==> src/rtl/reg_file_scoreboard.sv <==
// Register file with write-through bypass and a per-register pending-write
// scoreboard, tracking issued-but-not-written-back destinations.
module reg_file_scoreboard #(
    parameter int DATA_W = 32,
    parameter int ADDR_W = 5,
    parameter int NUM_RD = 2
) (
    input  logic                     clk,
    input  logic                     rst,
    input  logic                     wr_en,
    input  logic [ADDR_W-1:0]        wr_addr,
    input  logic [DATA_W-1:0]        wr_data,
    input  logic [NUM_RD*ADDR_W-1:0] rd_addr,
    output logic [NUM_RD*DATA_W-1:0] rd_data,
    output logic [NUM_RD-1:0]        rd_busy,
    input  logic                     iss_en,
    input  logic [ADDR_W-1:0]        iss_addr,
    input  logic                     flush,
    output logic [ADDR_W:0]          busy_cnt
);

    localparam int DEPTH = 1 << ADDR_W;

    logic [DATA_W-1:0] regs_q [DEPTH];
    logic [DATA_W-1:0] regs_d [DEPTH];
    logic [DEPTH-1:0]  busy_q;
    logic [DEPTH-1:0]  busy_d;
    logic [ADDR_W:0]   busy_cnt_q;
    logic [ADDR_W:0]   busy_cnt_d;

    logic wr_hit;
    logic iss_hit;

    assign wr_hit  = wr_en && (wr_addr != '0);
    assign iss_hit = iss_en && (iss_addr != '0);

    always_comb begin
        regs_d = regs_q;
        if (wr_hit) begin
            regs_d[wr_addr] = wr_data;
        end
        regs_d[0] = '0;
    end

    // Order matters: flush, then writeback clear, then issue set, so a new
    // producer on the same edge always leaves its register marked busy.
    always_comb begin
        busy_d = busy_q;
        if (flush) begin
            busy_d = '0;
        end
        if (wr_hit) begin
            busy_d[wr_addr] = 1'b0;
        end
        if (iss_hit) begin
            busy_d[iss_addr] = 1'b1;
        end
        busy_d[0] = 1'b0;
    end

    always_comb begin
        busy_cnt_d = '0;
        for (int i = 0; i < DEPTH; i++) begin
            busy_cnt_d = busy_cnt_d + (ADDR_W+1)'(busy_d[i]);
        end
    end

    always_ff @(posedge clk or negedge rst) begin
        if (!rst) begin
            for (int i = 0; i < DEPTH; i++) begin
                regs_q[i] <= '0;
            end
            busy_q     <= '0;
            busy_cnt_q <= '0;
        end else begin
            regs_q     <= regs_d;
            busy_q     <= busy_d;
            busy_cnt_q <= busy_cnt_d;
        end
    end

    assign busy_cnt = busy_cnt_q;

    // Outputs are gated by rst so the bypass path cannot leak wr_data during reset.
    for (genvar k = 0; k < NUM_RD; k++) begin : g_rd
        logic [ADDR_W-1:0] ra;
        logic              byp;
        logic              iss_tgt;

        assign ra      = rd_addr[k*ADDR_W +: ADDR_W];
        assign byp     = wr_hit && (wr_addr == ra);
        assign iss_tgt = iss_hit && (iss_addr == ra);

        assign rd_data[k*DATA_W +: DATA_W] = !rst ? '0 : (byp ? wr_data : regs_q[ra]);
        assign rd_busy[k] = rst && busy_q[ra] && !(byp && !iss_tgt);
    end

endmodule

==> config.mk <==
export PLATFORM = sky130hd
export DESIGN_NAME = reg_file_scoreboard
export DESIGN_NICKNAME = d
export VERILOG_FILES = /design/src/rtl/reg_file_scoreboard.sv
export SDC_FILE = /design/constraint.sdc
export NUM_CORES = 2
export LEC_CHECK = 0
export CAP_MARGIN = 10
export CORE_ASPECT_RATIO = 1.4
export CORE_MARGIN = 2
export CORE_UTILIZATION = 40
export DETAILED_ROUTE_END_ITERATION = 6
export PLACE_DENSITY = 0.55
export SYNTH_ARGS = -nofsm -noshare
export SYNTH_HDL_FRONTEND = slang
export SYNTH_SLANG_ARGS = --single-unit
==> constraint.sdc <==
create_clock -name clk -period 6.9 [get_ports clk]
set_clock_uncertainty 0.05 [all_clocks]
set_input_delay 0.69 -clock clk [delete_from_list [all_inputs] [get_ports clk]]
set_output_delay 0.69 -clock clk [all_outputs]
set_load 0.01 [all_outputs]
==> impl_summary.md <==
STA
The max-slew headroom at the worst pin is 0.146. The period utilization is 0.885. The final total negative setup slack is 0 ns. The count of endpoints failing setup in the final report is 0. The final hold violation count is 0. The time the final worst path needs with I/O delays and setup is 6.11 ns.

The final hold slack is 0.470 ns. Setup repair after global routing left no endpoint under its margin. The final number of max-transition violations is 0. For this run, the top clock speed supported by timing is 0.164 GHz. The transition time at the pin with the least slew margin is 1.28 ns.

Setup path
The worst register-to-register path begins at busy_q[26]. The launching element of the worst setup path is wr_addr[4]. The maximum fanout encountered on the critical timing path is 7. For the worst setup path, the data required time is 7.50 ns. The type of element capturing the critical path is a flip-flop. At the worst endpoint, the arrival time is 6.71 ns.

STA classifies the critical path startpoint as an input port. The category of the most critical setup path is in -> reg.

Yosys
The synthesized-area fraction occupied by and/or/nand/nor cells is 0.0274. The commonest register cell after synthesis is sky130_fd_sc_hd__dfrtp_1. The total number of yosys warnings is 0. After synthesis the cells add up to 0.0569 mm². The average instance area after synthesis is 14.3 µm². By instance count, the leading cell after synthesis is sky130_fd_sc_hd__mux2_2. By area, the combinational part of the netlist is dominated by multiplexers.

Of the total synthesized cell area, the portion taken by XOR and XNOR cells is 0.00354. After synthesis, the cell types taking the most area are sky130_fd_sc_hd__dfrtp_1 45%, sky130_fd_sc_hd__mux2_2 21%, sky130_fd_sc_hd__mux4_2 16%. Of the post-synthesis cell area, the part taken by muxes is 0.405. The register bit count reported by yosys is 1029. When the netlist entered floorplanning its net count stood at 4073.

The share of the synthesized area in the top cell type is 0.452. Of all cell types, the one taking the most synthesized area is sky130_fd_sc_hd__dfrtp_1. For this run, asynchronously set or reset flops after synthesis account for 1.00. The gate count of the mapped netlist is 3986. The adder and majority cell fraction of the synthesized area is 0.00963. The number of synthesized flops with an enable pin is 0.

The part of the Yosys area used for sequential elements is 0.452. The complex-gate fraction of the synthesized area is 0.0603. The number of distinct library cells after synthesis is 69.

Counting instances in the post-synthesis netlist gives the leading cell types as 1053 x sky130_fd_sc_hd__mux2_2, 1029 x sky130_fd_sc_hd__dfrtp_1, 415 x sky130_fd_sc_hd__mux4_2, 182 x sky130_fd_sc_hd__clkbuf_1, 154 x sky130_fd_sc_hd__mux2i_1.

Pwr
The relative contribution of combinational cells to total power is 0.205. The power share of the clock group is 0.349. The switching portion of total power is 0.275.

VDD sags by at most 0.178 mV. The leakage component of the power is 27.6 nW. The total power density per cell area is 281 mW/mm². The internal power of the cells totals 0.0130 W.

The total net switching power is 0.00493 W. The sequential fraction of design power is 0.445.

CTS
The number of clock buffers inserted by TritonCTS is 109. The clock tree synthesis step divided the H-tree into 3 levels. The number of clock sinks is 1029.

The tree is rooted in a sky130_fd_sc_hd__clkbuf_16. No sink is reached through more buffers than the 3 on the longest clock path. Clock-pin slew was measured on the worst setup and hold paths at 0.06 ns.

TritonCTS built the clock tree. The clock insertion delay at the later pin of the skew report is 0.73 ns.

Floorplanning
The initial utilization of the core area, before any placement, comes to 0.403. The top-level port count is 129. From bottom edge to top edge, the die measures 450 µm. The number of standard-cell rows in the floorplan is 163. In this run the horizontal extent of the chip is 323 µm.

The die covers 0.145 mm². The total core area is 0.141 mm².

Layout
In the final layout, flip-flops and latches occupy 0.0257 mm². In the final layout, the multi-input gates occupy 0.0290 mm². The non-filler instance count after layout is 5979. The net count reported at finish is 4071. The core occupancy in the finished layout is 0.453.

The fraction of final layout cells with drive strength greater than 1 is 0.471. From synthesis to final layout, the design area changed by 12.4%. The number of inserted filler cells in the final layout is 12700.

Outcome
The run finished with clean final reports.

Placed design
The port buffer count is 128. Detailed placement finished with a half-perimeter wire length of 113 mm. Routability-driven placement finished with a final weighted congestion of 0.836. The number of placed instances, taps included is 5768.

Global routing
The global-route wire length before repair is 289 mm. The initial antenna violation count is 8. Entering global routing, the biggest net connects 101 pins. For this run, the total global-route usage over all layers was measured as 0.276. The via count of the first global-routing pass was 39389. The leftover overflow at the end of global routing is 0.

Min path
The startpoint of the worst hold path is regs_q[823]. The min-delay analysis places its worst path in the category reg -> reg.

Job
The max-capacitance violation count is 0.

Routing
Using the TritonRoute via totals, the vias-per-cell ratio works out to 6.36. The number of antenna-violating nets in the routed design is 0. The pre-antenna-repair detailed-routing pass consisted of 5 iterations.

The routed layout has 38040 vias. After detailed routing, the average wire length per cell comes to 33.3 µm. The first routing iteration left 3438 violations. The DRC violation count after routing is 0. The final layout contains routed wiring with a total length of 199 mm.
## worst paths after layout
path	endpoint	slack, ns	cells past startpoint
worst max register to register	busy_cnt[4]	1.66	16
worst min register to register	regs_q[823]	0.47	1
min in group asynchronous	busy_q[19]	0.55	2
worst max-delay path	busy_cnt[4]	0.79	19
worst min-delay path	regs_q[823]	0.47	1
max in group asynchronous	regs_q[178]	4.34	4
## logic make-up after synthesis
family,after synthesis
compound gates,474
xor+xnor,23
fa+ha+maj,30
buf+inv,483
flops,1029
mux,1636
simple gates,311
## cell usage in the layout, fill, tap and decap left out, types with 50 or more instances in the layout
| cell | count |
|---|---|
| sky130_fd_sc_hd__mux2i_1 | 154 |
| sky130_fd_sc_hd__o22ai_1 | 50 |
| sky130_fd_sc_hd__nor2_1 | 64 |
| sky130_fd_sc_hd__nand2_1 | 76 |
| sky130_fd_sc_hd__clkdlybuf4s50_1 | 118 |
| sky130_fd_sc_hd__clkbuf_16 | 112 |
| sky130_fd_sc_hd__buf_4 | 175 |
| sky130_fd_sc_hd__a21oi_1 | 51 |
| sky130_fd_sc_hd__mux4_2 | 415 |
| sky130_fd_sc_hd__inv_1 | 52 |
| sky130_fd_sc_hd__dfrtp_1 | 1029 |
| sky130_fd_sc_hd__a221oi_1 | 52 |
| sky130_fd_sc_hd__mux2_2 | 1053 |
| sky130_fd_sc_hd__o21ai_0 | 66 |
## critical path: stages
cell                              delay (ns)
sky130_fd_sc_hd__clkdlybuf4s50_1        0.67
sky130_fd_sc_hd__nor3_2                 0.15
sky130_fd_sc_hd__or4_2                  0.71
sky130_fd_sc_hd__nand3_1                0.12
sky130_fd_sc_hd__o21a_1                 0.18
sky130_fd_sc_hd__fa_1                   0.41
sky130_fd_sc_hd__fa_1                   0.48
sky130_fd_sc_hd__fa_1                   0.51
sky130_fd_sc_hd__inv_1                  0.05
sky130_fd_sc_hd__fa_1                   0.57
sky130_fd_sc_hd__fa_1                   0.44
sky130_fd_sc_hd__fa_1                   0.47
sky130_fd_sc_hd__inv_1                  0.09
sky130_fd_sc_hd__fa_1                   0.16
sky130_fd_sc_hd__inv_1                  0.07
sky130_fd_sc_hd__fa_1                   0.43
sky130_fd_sc_hd__a21o_1                 0.18
sky130_fd_sc_hd__a21oi_1                0.17
sky130_fd_sc_hd__xnor2_1                0.13
## registers in the layout, indices dropped and copies added, names as in the netlist
register	cells
busy_q	31
busy_cnt	6
regs_q	992
## metrics by stage
stage	setup slack [ns]	power, W	area [µm²]
6_report	0.794	0.0180	64000
5_1_grt	0.525	0.0187	64000
4_1_cts	0.793	0.0181	63900
3_5_place_dp	0.0415	0.0118	60200
3_3_place_gp	0.00315	0.0117	60200
2_1_floorplan	0.599	0.0106	56900
## area by class of cell
cell class	instances	area share
multi-input cells	2474	0.453
flip-flops and latches	1029	0.403
clock buffers	163	0.0504
repair buffers	314	0.0449
well taps	1897	0.0371
clock inverters	42	0.00851
inverters	56	0.00329
diodes	4	0.000156
## per-layer routing
layer	part of all wire	vias to the layer above	GRT usage
met5	0.00019	-	0
met4	0.051	6	0.129
met3	0.059	422	0.0388
met2	0.48	1430	0.442
met1	0.41	20787	0.370
li1	-	15395	-
## what timing repair did
| item | 4_1_cts | 5_1_grt |
|---|---|---|
| hold endpoints to repair | 28 | 0 |
| hold buffers | 1 | 0 |
| buffers inserted | 0 | 0 |
| resized for setup | 0 | 0 |
## power by group through the flow
stage                     logic [W]  registers (W)  clock network, W
after floorplan             0.00278        0.00779                 0
after global placement      0.00363        0.00803                 0
after detailed placement    0.00369        0.00808                 0
after CTS                   0.00371        0.00797           0.00640
after global routing        0.00396        0.00813           0.00663
final                       0.00369        0.00800           0.00628
No activity file was read; power rests on OpenSTA's default activity.
